[src/rtl/mem_access_stage_if.sv]
// Bundle of EX/MEM inputs, data-memory req/ack port and MEM/WB outputs for mem_access_stage.
// AlignError exists only when MEM_ALIGN_CHECK_EN is defined.
interface mem_access_stage_if;
    logic        MemReadIn;
    logic        MemWriteIn;
    logic        MemToRegIn;
    logic        RegWriteIn;
    logic [31:0] ALUResultIn;
    logic [31:0] WriteDataIn;
    logic [4:0]  DestinationRegIn;
    logic        MemReq;
    logic        MemWe;
    logic [31:0] MemAddr;
    logic [31:0] MemWData;
    logic        MemAck;
    logic [31:0] MemRData;
    logic        Stall;
    logic        MemToRegOut;
    logic        RegWriteOut;
    logic [31:0] ReadDataOut;
    logic [31:0] ALUResultOut;
    logic [4:0]  DestinationRegOut;
    logic        MemError;
`ifdef MEM_ALIGN_CHECK_EN
    logic        AlignError;
`endif

    // master: the stage itself
    modport master (
        input  MemReadIn, MemWriteIn, MemToRegIn, RegWriteIn,
        input  ALUResultIn, WriteDataIn, DestinationRegIn,
        input  MemAck, MemRData,
        output MemReq, MemWe, MemAddr, MemWData,
        output Stall, MemToRegOut, RegWriteOut, ReadDataOut,
        output ALUResultOut, DestinationRegOut, MemError
`ifdef MEM_ALIGN_CHECK_EN
        , output AlignError
`endif
    );

    // slave: pipeline registers and data memory around the stage
    modport slave (
        output MemReadIn, MemWriteIn, MemToRegIn, RegWriteIn,
        output ALUResultIn, WriteDataIn, DestinationRegIn,
        output MemAck, MemRData,
        input  MemReq, MemWe, MemAddr, MemWData,
        input  Stall, MemToRegOut, RegWriteOut, ReadDataOut,
        input  ALUResultOut, DestinationRegOut, MemError
`ifdef MEM_ALIGN_CHECK_EN
        , input AlignError
`endif
    );
endinterface

[src/rtl/mem_access_stage.sv]
// Memory-access stage: issues one registered req/ack access per load/store and stalls upstream until done.
// Optional MEM_ALIGN_CHECK_EN: misaligned accesses are aborted without a request and pulse AlignError.
module mem_access_stage #(
    parameter int TIMEOUT_CYCLES = 16
) (
    input logic                clk,
    input logic                rst,
    mem_access_stage_if.master bus
);
    localparam int            CW       = $clog2(TIMEOUT_CYCLES);
    localparam logic [CW-1:0] CNT_LAST = CW'(TIMEOUT_CYCLES - 1);

    typedef enum logic [1:0] {S_IDLE, S_ACCESS, S_RESP} state_t;

    state_t        r_state;
    state_t        w_next_state;
    logic [CW-1:0] r_cnt;
    logic          r_req;
    logic          r_we;
    logic [31:0]   r_addr;
    logic [31:0]   r_wdata;
    logic [31:0]   r_rdata;
    logic          r_err;
    logic          r_abort;
    logic          w_memop;
    logic          w_misalign;
    logic          w_timeout;
    logic          w_issue;
    logic          w_stall;
    logic          w_in_resp;

    assign w_memop   = bus.MemReadIn | bus.MemWriteIn;
    assign w_timeout = (r_cnt == CNT_LAST);

`ifdef MEM_ALIGN_CHECK_EN
    logic r_align;
    assign w_misalign     = (bus.ALUResultIn[1:0] != 2'b00);
    assign bus.AlignError = r_align;
`else
    assign w_misalign = 1'b0;
`endif

    always_ff @(posedge clk) begin
        if (rst) begin
            r_state <= S_IDLE;
        end else begin
            r_state <= w_next_state;
        end
    end

    // RESP always falls back to IDLE, so the still-held op cannot re-issue.
    always_comb begin
        w_next_state = r_state;
        case (r_state)
            S_IDLE: begin
                if (w_memop) begin
                    w_next_state = w_misalign ? S_RESP : S_ACCESS;
                end
            end
            S_ACCESS: begin
                if (bus.MemAck || w_timeout) begin
                    w_next_state = S_RESP;
                end
            end
            S_RESP:  w_next_state = S_IDLE;
            default: w_next_state = S_IDLE;
        endcase
    end

    always_comb begin
        w_issue   = 1'b0;
        w_stall   = 1'b0;
        w_in_resp = 1'b0;
        case (r_state)
            S_IDLE: begin
                w_issue = w_memop & ~w_misalign;
                w_stall = w_memop;
            end
            S_ACCESS: w_stall   = 1'b1;
            S_RESP:   w_in_resp = 1'b1;
            default: ;
        endcase
    end

    always_ff @(posedge clk) begin
        if (rst) begin
            r_cnt   <= '0;
            r_req   <= 1'b0;
            r_we    <= 1'b0;
            r_addr  <= '0;
            r_wdata <= '0;
            r_rdata <= '0;
            r_err   <= 1'b0;
            r_abort <= 1'b0;
`ifdef MEM_ALIGN_CHECK_EN
            r_align <= 1'b0;
`endif
        end else begin
            case (r_state)
                S_IDLE: begin
                    r_cnt   <= '0;
                    r_abort <= w_memop & w_misalign;
`ifdef MEM_ALIGN_CHECK_EN
                    r_align <= w_memop & w_misalign;
`endif
                    if (w_issue) begin
                        r_req   <= 1'b1;
                        r_we    <= bus.MemWriteIn & ~bus.MemReadIn;
                        r_addr  <= {bus.ALUResultIn[31:2], 2'b00};
                        r_wdata <= bus.WriteDataIn;
                    end
                end
                S_ACCESS: begin
                    // An ack on the final allowed cycle completes normally.
                    if (bus.MemAck) begin
                        r_req <= 1'b0;
                        if (!r_we) begin
                            r_rdata <= bus.MemRData;
                        end
                    end else if (w_timeout) begin
                        r_req   <= 1'b0;
                        r_err   <= 1'b1;
                        r_abort <= 1'b1;
                    end else begin
                        r_cnt <= r_cnt + 1'b1;
                    end
                end
                S_RESP: begin
`ifdef MEM_ALIGN_CHECK_EN
                    r_align <= 1'b0;
`endif
                end
                default: ;
            endcase
        end
    end

    assign bus.MemReq            = r_req;
    assign bus.MemWe             = r_we;
    assign bus.MemAddr           = r_addr;
    assign bus.MemWData          = r_wdata;
    assign bus.ReadDataOut       = r_rdata;
    assign bus.MemError          = r_err;
    assign bus.Stall             = w_stall;
    assign bus.MemToRegOut       = bus.MemToRegIn;
    assign bus.ALUResultOut      = bus.ALUResultIn;
    assign bus.DestinationRegOut = bus.DestinationRegIn;
    assign bus.RegWriteOut       = bus.RegWriteIn & ~w_stall & ~(w_in_resp & r_abort);
endmodule

[src/flat_wrapper.sv]
// flat-port wrapper written by rule: the top's interface ports become plain ports
module mem_access_stage_flat 
#(
    parameter int TIMEOUT_CYCLES = 16
)
  (clk, rst, bus_MemReadIn, bus_MemWriteIn, bus_MemToRegIn, bus_RegWriteIn, bus_ALUResultIn, bus_WriteDataIn, bus_DestinationRegIn, bus_MemAck, bus_MemRData, bus_MemReq, bus_MemWe, bus_MemAddr, bus_MemWData, bus_Stall, bus_MemToRegOut, bus_RegWriteOut, bus_ReadDataOut, bus_ALUResultOut, bus_DestinationRegOut, bus_MemError);
  mem_access_stage_if bus_i ();
  input logic clk;
  input logic rst;
  input wire logic [$bits(bus_i.MemReadIn)-1:0] bus_MemReadIn;
  input wire logic [$bits(bus_i.MemWriteIn)-1:0] bus_MemWriteIn;
  input wire logic [$bits(bus_i.MemToRegIn)-1:0] bus_MemToRegIn;
  input wire logic [$bits(bus_i.RegWriteIn)-1:0] bus_RegWriteIn;
  input wire logic [$bits(bus_i.ALUResultIn)-1:0] bus_ALUResultIn;
  input wire logic [$bits(bus_i.WriteDataIn)-1:0] bus_WriteDataIn;
  input wire logic [$bits(bus_i.DestinationRegIn)-1:0] bus_DestinationRegIn;
  input wire logic [$bits(bus_i.MemAck)-1:0] bus_MemAck;
  input wire logic [$bits(bus_i.MemRData)-1:0] bus_MemRData;
  output wire logic [$bits(bus_i.MemReq)-1:0] bus_MemReq;
  output wire logic [$bits(bus_i.MemWe)-1:0] bus_MemWe;
  output wire logic [$bits(bus_i.MemAddr)-1:0] bus_MemAddr;
  output wire logic [$bits(bus_i.MemWData)-1:0] bus_MemWData;
  output wire logic [$bits(bus_i.Stall)-1:0] bus_Stall;
  output wire logic [$bits(bus_i.MemToRegOut)-1:0] bus_MemToRegOut;
  output wire logic [$bits(bus_i.RegWriteOut)-1:0] bus_RegWriteOut;
  output wire logic [$bits(bus_i.ReadDataOut)-1:0] bus_ReadDataOut;
  output wire logic [$bits(bus_i.ALUResultOut)-1:0] bus_ALUResultOut;
  output wire logic [$bits(bus_i.DestinationRegOut)-1:0] bus_DestinationRegOut;
  output wire logic [$bits(bus_i.MemError)-1:0] bus_MemError;
  assign bus_i.MemReadIn = bus_MemReadIn;
  assign bus_i.MemWriteIn = bus_MemWriteIn;
  assign bus_i.MemToRegIn = bus_MemToRegIn;
  assign bus_i.RegWriteIn = bus_RegWriteIn;
  assign bus_i.ALUResultIn = bus_ALUResultIn;
  assign bus_i.WriteDataIn = bus_WriteDataIn;
  assign bus_i.DestinationRegIn = bus_DestinationRegIn;
  assign bus_i.MemAck = bus_MemAck;
  assign bus_i.MemRData = bus_MemRData;
  assign bus_MemReq = bus_i.MemReq;
  assign bus_MemWe = bus_i.MemWe;
  assign bus_MemAddr = bus_i.MemAddr;
  assign bus_MemWData = bus_i.MemWData;
  assign bus_Stall = bus_i.Stall;
  assign bus_MemToRegOut = bus_i.MemToRegOut;
  assign bus_RegWriteOut = bus_i.RegWriteOut;
  assign bus_ReadDataOut = bus_i.ReadDataOut;
  assign bus_ALUResultOut = bus_i.ALUResultOut;
  assign bus_DestinationRegOut = bus_i.DestinationRegOut;
  assign bus_MemError = bus_i.MemError;
  mem_access_stage #(.TIMEOUT_CYCLES(TIMEOUT_CYCLES)) u_core (.clk(clk), .rst(rst), .bus(bus_i));
endmodule
[config.mk]
export PLATFORM = sky130hd
export DESIGN_NAME = mem_access_stage_flat
export DESIGN_NICKNAME = d
export VERILOG_FILES = /design/src/rtl/mem_access_stage_if.sv /design/src/rtl/mem_access_stage.sv /design/src/flat_wrapper.sv
export SDC_FILE = /design/constraint.sdc
export NUM_CORES = 1
export LEC_CHECK = 0
export ABC_CLOCK_PERIOD_IN_PS = 1580
export BUFFER_PORTS_ARGS = -buffer_cell sky130_fd_sc_hd__buf_2
export CAP_MARGIN = 20
export CORE_UTILIZATION = 40
export CTS_CLUSTER_DIAMETER = 120
export CTS_CLUSTER_SIZE = 28
export DETAILED_ROUTE_END_ITERATION = 10
export PLACE_DENSITY = 0.77
export SYNTH_ARGS = -nofsm -noshare
export SYNTH_HDL_FRONTEND = slang
export SYNTH_SLANG_ARGS = --single-unit
[constraint.sdc]
create_clock -name clk -period 1.58 [get_ports clk]
set_clock_uncertainty 0.15 [all_clocks]
set_input_delay 0.079 -clock clk [delete_from_list [all_inputs] [get_ports clk]]
set_output_delay 0.079 -clock clk [all_outputs]
set_load 0.02 [all_outputs]
==> out/summary.md, run 1 <==
• **sequential share of power** 47.3%
• **post-route clock period utilization** 95.8%
• **root buffer cell** clkbuf_8
• **critical path endpoint category** flip-flop
• **upper clock frequency limit** 661 MHz
• **fraction of layout cells with a size suffix above 1** 34.7%
• **most common cell after layout, fill and taps aside** buf_2
• **Core Footprint** 10,400 um^2
• **CP arrival** 1.62 ns
• **Worst Setup Path Type** flip-flop to flip-flop
• **Setup crit end** u_core.bus.MemReq
• **max-slew violation total from the final report** 0
• **power density normalized to cell area** 939 nW/um^2
• **outcome** finished clean
• **largest area contributor in the synthesized netlist** dfxtp_1
• **worst setup margin** 0.0661 ns
• **static leakage** 2.94 nW
• **Crit Path Max Fanout** 6
• **fraction of power spent switching nets** 31.0%
• **final-stage net count** 899
• **initial core utilization** 41.5%
• **Stages on worst setup path** 4
• **antenna violation net count after detailed routing** 0
• **Non-Filler Instances** 931
• **required time worst endpoint** 1.69 ns
• **placed wire-length estimate** 8.38 mm
• **setup violation total in the final timing report** 0
• **vias in the first global route** 4,744
• **Vias/cell** 5.20
• **fill cell instance count of the final layout** 841
• **clock buffers created by TritonCTS** 9
• **Total Die Area** 11,200 um^2
• **drt pass-1 iters** 5
• **DRC** 0
• **average routed wire per standard cell** 15.4 um
• **largest cells by area after synthesis** dfxtp_1, a21oi_1, nand3_1
• **Post-Route WL** 14.4 mm
• **launch point of the worst path** u_core.r_state[1]
• **I/O pin cnt** 247
• **crit path cell chain** buf_4 > and2b_2 > nand2_2 > a2111oi_2
• **antenna violations before repair** 0
• **TritonCTS clock tree** done
• **Die W** 106 um
• **clock latency on the worst-skew pair** 0.37 ns
• **Post-Route Setup TNS** 0 ns
• **endpoint of the worst register-to-register path** u_core.bus.MemReq
• **Combinational Power Share** 24.5%
• **placement-stage worst setup slack** 0.0591 ns
• **final core utilization** 62.4%
• **worst path buffer plus inverter count** 1
• **Startpoint Class** flip-flop
• **maximum single-stage delay on the critical path** 0.36 ns
• **Max Cap Viol** 0
• **Cell Area, Synth** 4320 um^2
• **clock net sink count** 104
• **count of cell types in the netlist** 34
• **post-synthesis average cell area** 8.27 um^2
• **r2r setup slk** 0.07 ns
• **Critical-path top delay cell** dfxtp_4
• **number of cell instances on the worst register-to-register path** 4
• **clock network fraction of design power** 28.1%
• **Worst IR Drop VDD** 0.617 mV
• **number of violations reported at the end of detailed-routing iteration 0** 308
• **number of levels the H-tree was split into** 3
• **area overhead of the layout relative to synthesis** 50.3%
• **maximum number of pins on one net before global-route repair** 63
• **worst min-delay path class** input pin to primary output
• **net switching power** 1.89 mW
• **RSZ-0062 raised after global routing** no
• **total overflow reported by the global router** 0
• **most frequent cells in the layout** buf_2, dfxtp_1, a21oi_1
• **proportion of netlist area held by the largest area contributor** 48.1%
• **global-route total usage across every layer** 24.9%
• **final period demand of the worst path** 1.51 ns
• **number of cells in the design after placement** 815
• **height of the die** 106 um
• **number of port buffers** 228
• **clock-pin slew reported for the worst setup and hold paths after clock tree synthesis** 0.10 ns
• **placer's final routability congestion estimate** 0.806
• **startpoint of the most critical register-to-register path** u_core.r_state[1]
• **warning count from the yosys run** 0
• **Synth Instances** 523
• **number of synthesized register bits** 104
• **total inserted antenna cells** 0
• **count of standard-cell rows** 37
• **worst hold slack after final layout** 0.00801 ns
• **wire length of the first global-routing pass** 22.3 mm
• **internal power component** 4.21 mW
• **Final Hold Fails** 0
• **Longest Clk Path Bufs** 2
• **portion of the post-synthesis area used by sequential elements** 48.1%
• **Largest delay share family, worst path** simple AND/OR/NAND/NOR gates
• **via count** 4,843
-- per-layer routing --
| layer | global-route usage (%) | wire (um) |
|---|---|---|
| met3 | 5.40 | 938 |
| met4 | 12.5 | 497 |
| met2 | 47.1 | 7580 |
| met5 | 0 | 0 |
| met1 | 25.6 | 5370 |
-- area by class of cell --
class | count | area [um^2] | area share, %
clock inverter | 6 | 66.3 | 1.02
sequential | 104 | 2090 | 32.1
tap | 136 | 170 | 2.62
multi-input combinational | 329 | 1680 | 25.8
timing repair buffer | 344 | 2350 | 36.2
inverter | 2 | 7.51 | 0.115
clock buffer | 10 | 138 | 2.12
-- power groups by stage --
| stage | clock network (mW) | registers, mW | logic [mW] |
|---|---|---|---|
| 2_1_floorplan | 0 | 3.14 | 0.677 |
| 3_3_place_gp | 0 | 2.94 | 1.24 |
| 3_5_place_dp | 0 | 2.95 | 1.27 |
| 4_1_cts | 1.77 | 2.89 | 1.47 |
| 5_1_grt | 1.86 | 2.91 | 1.60 |
| 6_report | 1.72 | 2.89 | 1.50 |
-- worst min-delay path by stage --
| stage | startpoint | endpoint | slack (ns) | cells past startpoint |
|---|---|---|---|---|
| floorplan | bus_MemReadIn | u_core.bus.MemWe | 0.03 | 1 |
| global placement | bus_DestinationRegIn[1] | bus_DestinationRegOut[1] | 0.008 | 0 |
| detailed placement | bus_DestinationRegIn[1] | bus_DestinationRegOut[1] | 0.008 | 0 |
| CTS | bus_DestinationRegIn[1] | bus_DestinationRegOut[1] | 0.008 | 0 |
| global route | bus_MemToRegIn | bus_MemToRegOut | 0.008 | 0 |
| finish | bus_DestinationRegIn[0] | bus_DestinationRegOut[0] | 0.008 | 0 |
-- state kept, by name, summed over array words and instances (netlist names) --
signal,flops
u_core.bus.MemAddr,30
u_core.bus.MemError,1
u_core.bus.MemReq,1
u_core.bus.MemWData,32
u_core.bus.MemWe,1
u_core.bus.ReadDataOut,32
u_core.r_abort,1
u_core.r_cnt,4
u_core.r_state,2
-- metrics by stage --
stage / instance area, um^2 / power, mW
2_1_floorplan: 4330 / 3.82
3_3_place_gp: 5270 / 4.18
3_5_place_dp: 5270 / 4.22
4_1_cts: 6480 / 6.12
5_1_grt: 6500 / 6.37
6_report: 6500 / 6.10
-- synthesized netlist by cell type --
cell type,n
nand3b_1,2
conb_1,1
nand2b_4,1
and4bb_1,1
inv_1,2
nand4bb_1,1
nand4_1,1
o21ai_0,4
nor2_1,3
buf_2,17
and2b_2,1
clkbuf_1,20
nand3_1,64
o21ai_1,62
o221a_2,1
and4b_1,1
nor2_2,2
a21o_1,1
a2111oi_2,1
a31oi_2,1
a31oi_1,2
nand2_1,66
nand2_2,1
a21oi_1,101
dfxtp_1,104
and4_1,1
or2_1,2
nor2b_1,1
buf_4,42
or4_1,1
ha_1,1
a211oi_1,2
nor3_1,2
buf_6,10
-- kinds of logic (layout without fill, tap and decap cells) --
family	count (synthesis)	in the layout	share of synthesized area, %
buffers and inverters	91	362	13.8
and+or+nand+nor	151	151	16.7
adders and majority gates	1	1	0.289
AOI/OAI and AO/OA	175	175	21.0
DFF	104	104	48.1
other	1	2	0.0867
-- timing repair --
item / 4_1_cts / 5_1_grt
hold endpoints to repair: 103 / 0
setup endpoints to repair: 1 / 33
buffers inserted: 2 / 0
gates resized for setup: 3 / 7
hold buffers: 98 / 0
pin swaps: 0 / 0
(Power assumes the default switching activity.)
==> inputs of run 2 (changes only) <==
--- a/config.mk
+++ b/config.mk
@@ -5,14 +5,14 @@
 export SDC_FILE = /design/constraint.sdc
 export NUM_CORES = 1
 export LEC_CHECK = 0
-export ABC_CLOCK_PERIOD_IN_PS = 1580
+export ABC_CLOCK_PERIOD_IN_PS = 1790
 export BUFFER_PORTS_ARGS = -buffer_cell sky130_fd_sc_hd__buf_2
-export CAP_MARGIN = 20
-export CORE_UTILIZATION = 40
+export CAP_MARGIN = 10
+export CORE_UTILIZATION = 47
 export CTS_CLUSTER_DIAMETER = 120
 export CTS_CLUSTER_SIZE = 28
 export DETAILED_ROUTE_END_ITERATION = 10
-export PLACE_DENSITY = 0.77
+export PLACE_DENSITY = 0.85
 export SYNTH_ARGS = -nofsm -noshare
 export SYNTH_HDL_FRONTEND = slang
 export SYNTH_SLANG_ARGS = --single-unit
==> constraint.sdc (replaced) <==
create_clock -name clk -period 1.79 [get_ports clk]
set_clock_uncertainty 0.15 [all_clocks]
set_input_delay 0.0895 -clock clk [delete_from_list [all_inputs] [get_ports clk]]
set_output_delay 0.0895 -clock clk [all_outputs]
set_load 0.02 [all_outputs]
==> out/summary.md, run 2 (synthesis gave the netlist of run 1 again) <==
• **most common cell after layout, fill and taps aside** buf_2
• **number of port buffers** 228
• **fraction of power spent switching nets** 31.8%
• **clock buffers created by TritonCTS** 9
• **TritonCTS clock tree** done
• **Longest Clk Path Bufs** 2
• **total setup buffers inserted after CTS** 0
• **Startpoint Class** flip-flop
• **number of levels the H-tree was split into** 3
• **Final Hold Fails** 0
• **Worst Setup Path Type** flip-flop to primary output
• **met3 layer usage reported by global route** 7.80%
• **area overhead of the layout relative to synthesis** 47.0%
• **Combinational Power Share** 24.6%
• **Crit Path Max Fanout** 7
• **I/O pin cnt** 247
• **final-stage net count** 897
• **Die W** 97.9 um
• **Post-Route WL** 14.2 mm
• **clock latency on the worst-skew pair** 0.36 ns
• **critical path endpoint category** primary output
• **setup violation total in the final timing report** 0
• **global-route total usage across every layer** 29.3%
• **placement-stage worst setup slack** 0.118 ns
• **Max Cap Viol** 0
• **GR Layer Usage met2** 51.6%
• **failing checks** design-rule violations
• **vias in the first global route** 4,799
• **net switching power** 1.66 mW
• **antenna violations before repair** 0
• **placer's final routability congestion estimate** 0.787
• **max-slew violation total from the final report** 0
• **required time worst endpoint** 1.55 ns
• **placed wire-length estimate** 8.10 mm
• **outcome** complete, but fails checks
• **most frequent cells in the layout** buf_2, dfxtp_1, a21oi_1
• **initial core utilization** 49.1%
• **number of violations reported at the end of detailed-routing iteration 0** 262
• **Hold Path End** bus_DestinationRegOut[2]
• **endpoint of the worst register-to-register path** u_core.bus.ReadDataOut[3]
• **via count** 4,914
• **Post-Route Setup TNS** 0 ns
• **total inserted antenna cells** 0
• **startpoint of the most critical register-to-register path** u_core.r_state[1]
• **clock-pin slew reported for the worst setup and hold paths after clock tree synthesis** 0.10 ns
• **final period demand of the worst path** 1.67 ns
• **worst min-delay path class** input pin to primary output
• **highest-utilization routing layer at the global route stage** met2
• **maximum number of pins on one net before global-route repair** 67
• **height of the die** 97.9 um
• **Vias/cell** 5.45
• **wire length of the first global-routing pass** 22.8 mm
• **Hold Crit Depth** 0
• **sequential share of power** 48.8%
• **Core Footprint** 8810 um^2
• **post-route clock period utilization** 93.4%
• **total overflow reported by the global router** 0
• **Worst IR Drop VDD** 0.526 mV
• **worst hold slack after final layout** 0.0290 ns
• **fraction of layout cells with a size suffix above 1** 34.3%
• **clock net sink count** 104
• **DRC** 17
• **drt pass-1 iters** 9
• **internal power component** 3.56 mW
• **met1 demand-to-capacity share in global routing** 31.7%
• **average routed wire per standard cell** 15.8 um
• **CP arrival** 1.43 ns
• **total chip power** 5.22 mW
• **Worst Hold Launch** bus_DestinationRegIn[2]
• **clock network fraction of design power** 26.6%
• **r2r setup slk** 0.20 ns
• **antenna violation net count after detailed routing** 0
• **power density normalized to cell area** 821 nW/um^2
• **number of cell instances on the worst register-to-register path** 4
• **worst setup margin** 0.119 ns
• **Total Die Area** 9590 um^2
• **count of standard-cell rows** 34
• **static leakage** 2.91 nW
• **root buffer cell** clkbuf_8
• **upper clock frequency limit** 598 MHz
• **final core utilization** 72.2%
• **RSZ-0062 raised after global routing** no
run 2: cell types whose count changed in the layout (fill, tap and decap cells not counted), sizes merged:
cell and delta:
buf -2, bufinv -1, clkinv +3, clkinvlp -3
inv +1
run 2: per-layer routing:
layer	routed length, um	part of all wire (%)
met1	5170	36
met2	7230	51
met3	1140	8.0
met4	695	4.9
met5	0	0
run 2: worst max-delay path, cell delays in order, from the launching register on:
cell     delay [ns]
dfxtp_1        0.44
buf_4          0.18
nand2_1        0.06
o221a_2        0.24
buf_2          0.16
run 2: repair_timing:
action / CTS / global route
setup endpoints to repair: 0 / 13
hold buffers: 98 / 0
hold endpoints to repair: 104 / 0
gates resized for setup: 0 / 2
run 2: worst max path at each step:
stage,startpoint,to,slack (ns),cells after the start
floorplan,u_core.r_cnt[0],u_core.bus.MemReq,0.30,4
global placement,u_core.r_state[0],u_core.bus.ReadDataOut[12],0.24,4
detailed placement,u_core.r_state[0],u_core.bus.ReadDataOut[3],0.12,4
CTS,u_core.r_state[0],bus_RegWriteOut,0.006,4
global route,u_core.r_state[0],bus_RegWriteOut,0.07,4
finish,u_core.r_state[1],bus_RegWriteOut,0.12,4
run 2: layout make-up:
| cell class | count | area [um^2] |
|---|---|---|
| fillers | 635 | 2450 |
| repair buffers | 342 | 2280 |
| flip-flops and latches | 104 | 2080 |
| multi-input cells | 329 | 1660 |
| clock buffers | 10 | 138 |
| well taps | 108 | 135 |
| clock inverters | 6 | 51.3 |
| inverters | 2 | 7.51 |
run 2: power by group through the flow:
stage | registers, mW | clock network (mW) | logic (mW)
2_1_floorplan | 2.78 | 0 | 0.598
3_3_place_gp | 2.59 | 0 | 1.06
3_5_place_dp | 2.60 | 0 | 1.08
4_1_cts | 2.55 | 1.44 | 1.25
5_1_grt | 2.57 | 1.51 | 1.37
6_report | 2.55 | 1.39 | 1.28
run 2: stage by stage:
stage                     cells  cell area (um^2)
after detailed placement    787              5190
after CTS                   901              6360
after global placement      787              5190
final                       901              6360
after floorplan             524              4330
after global routing        901              6360
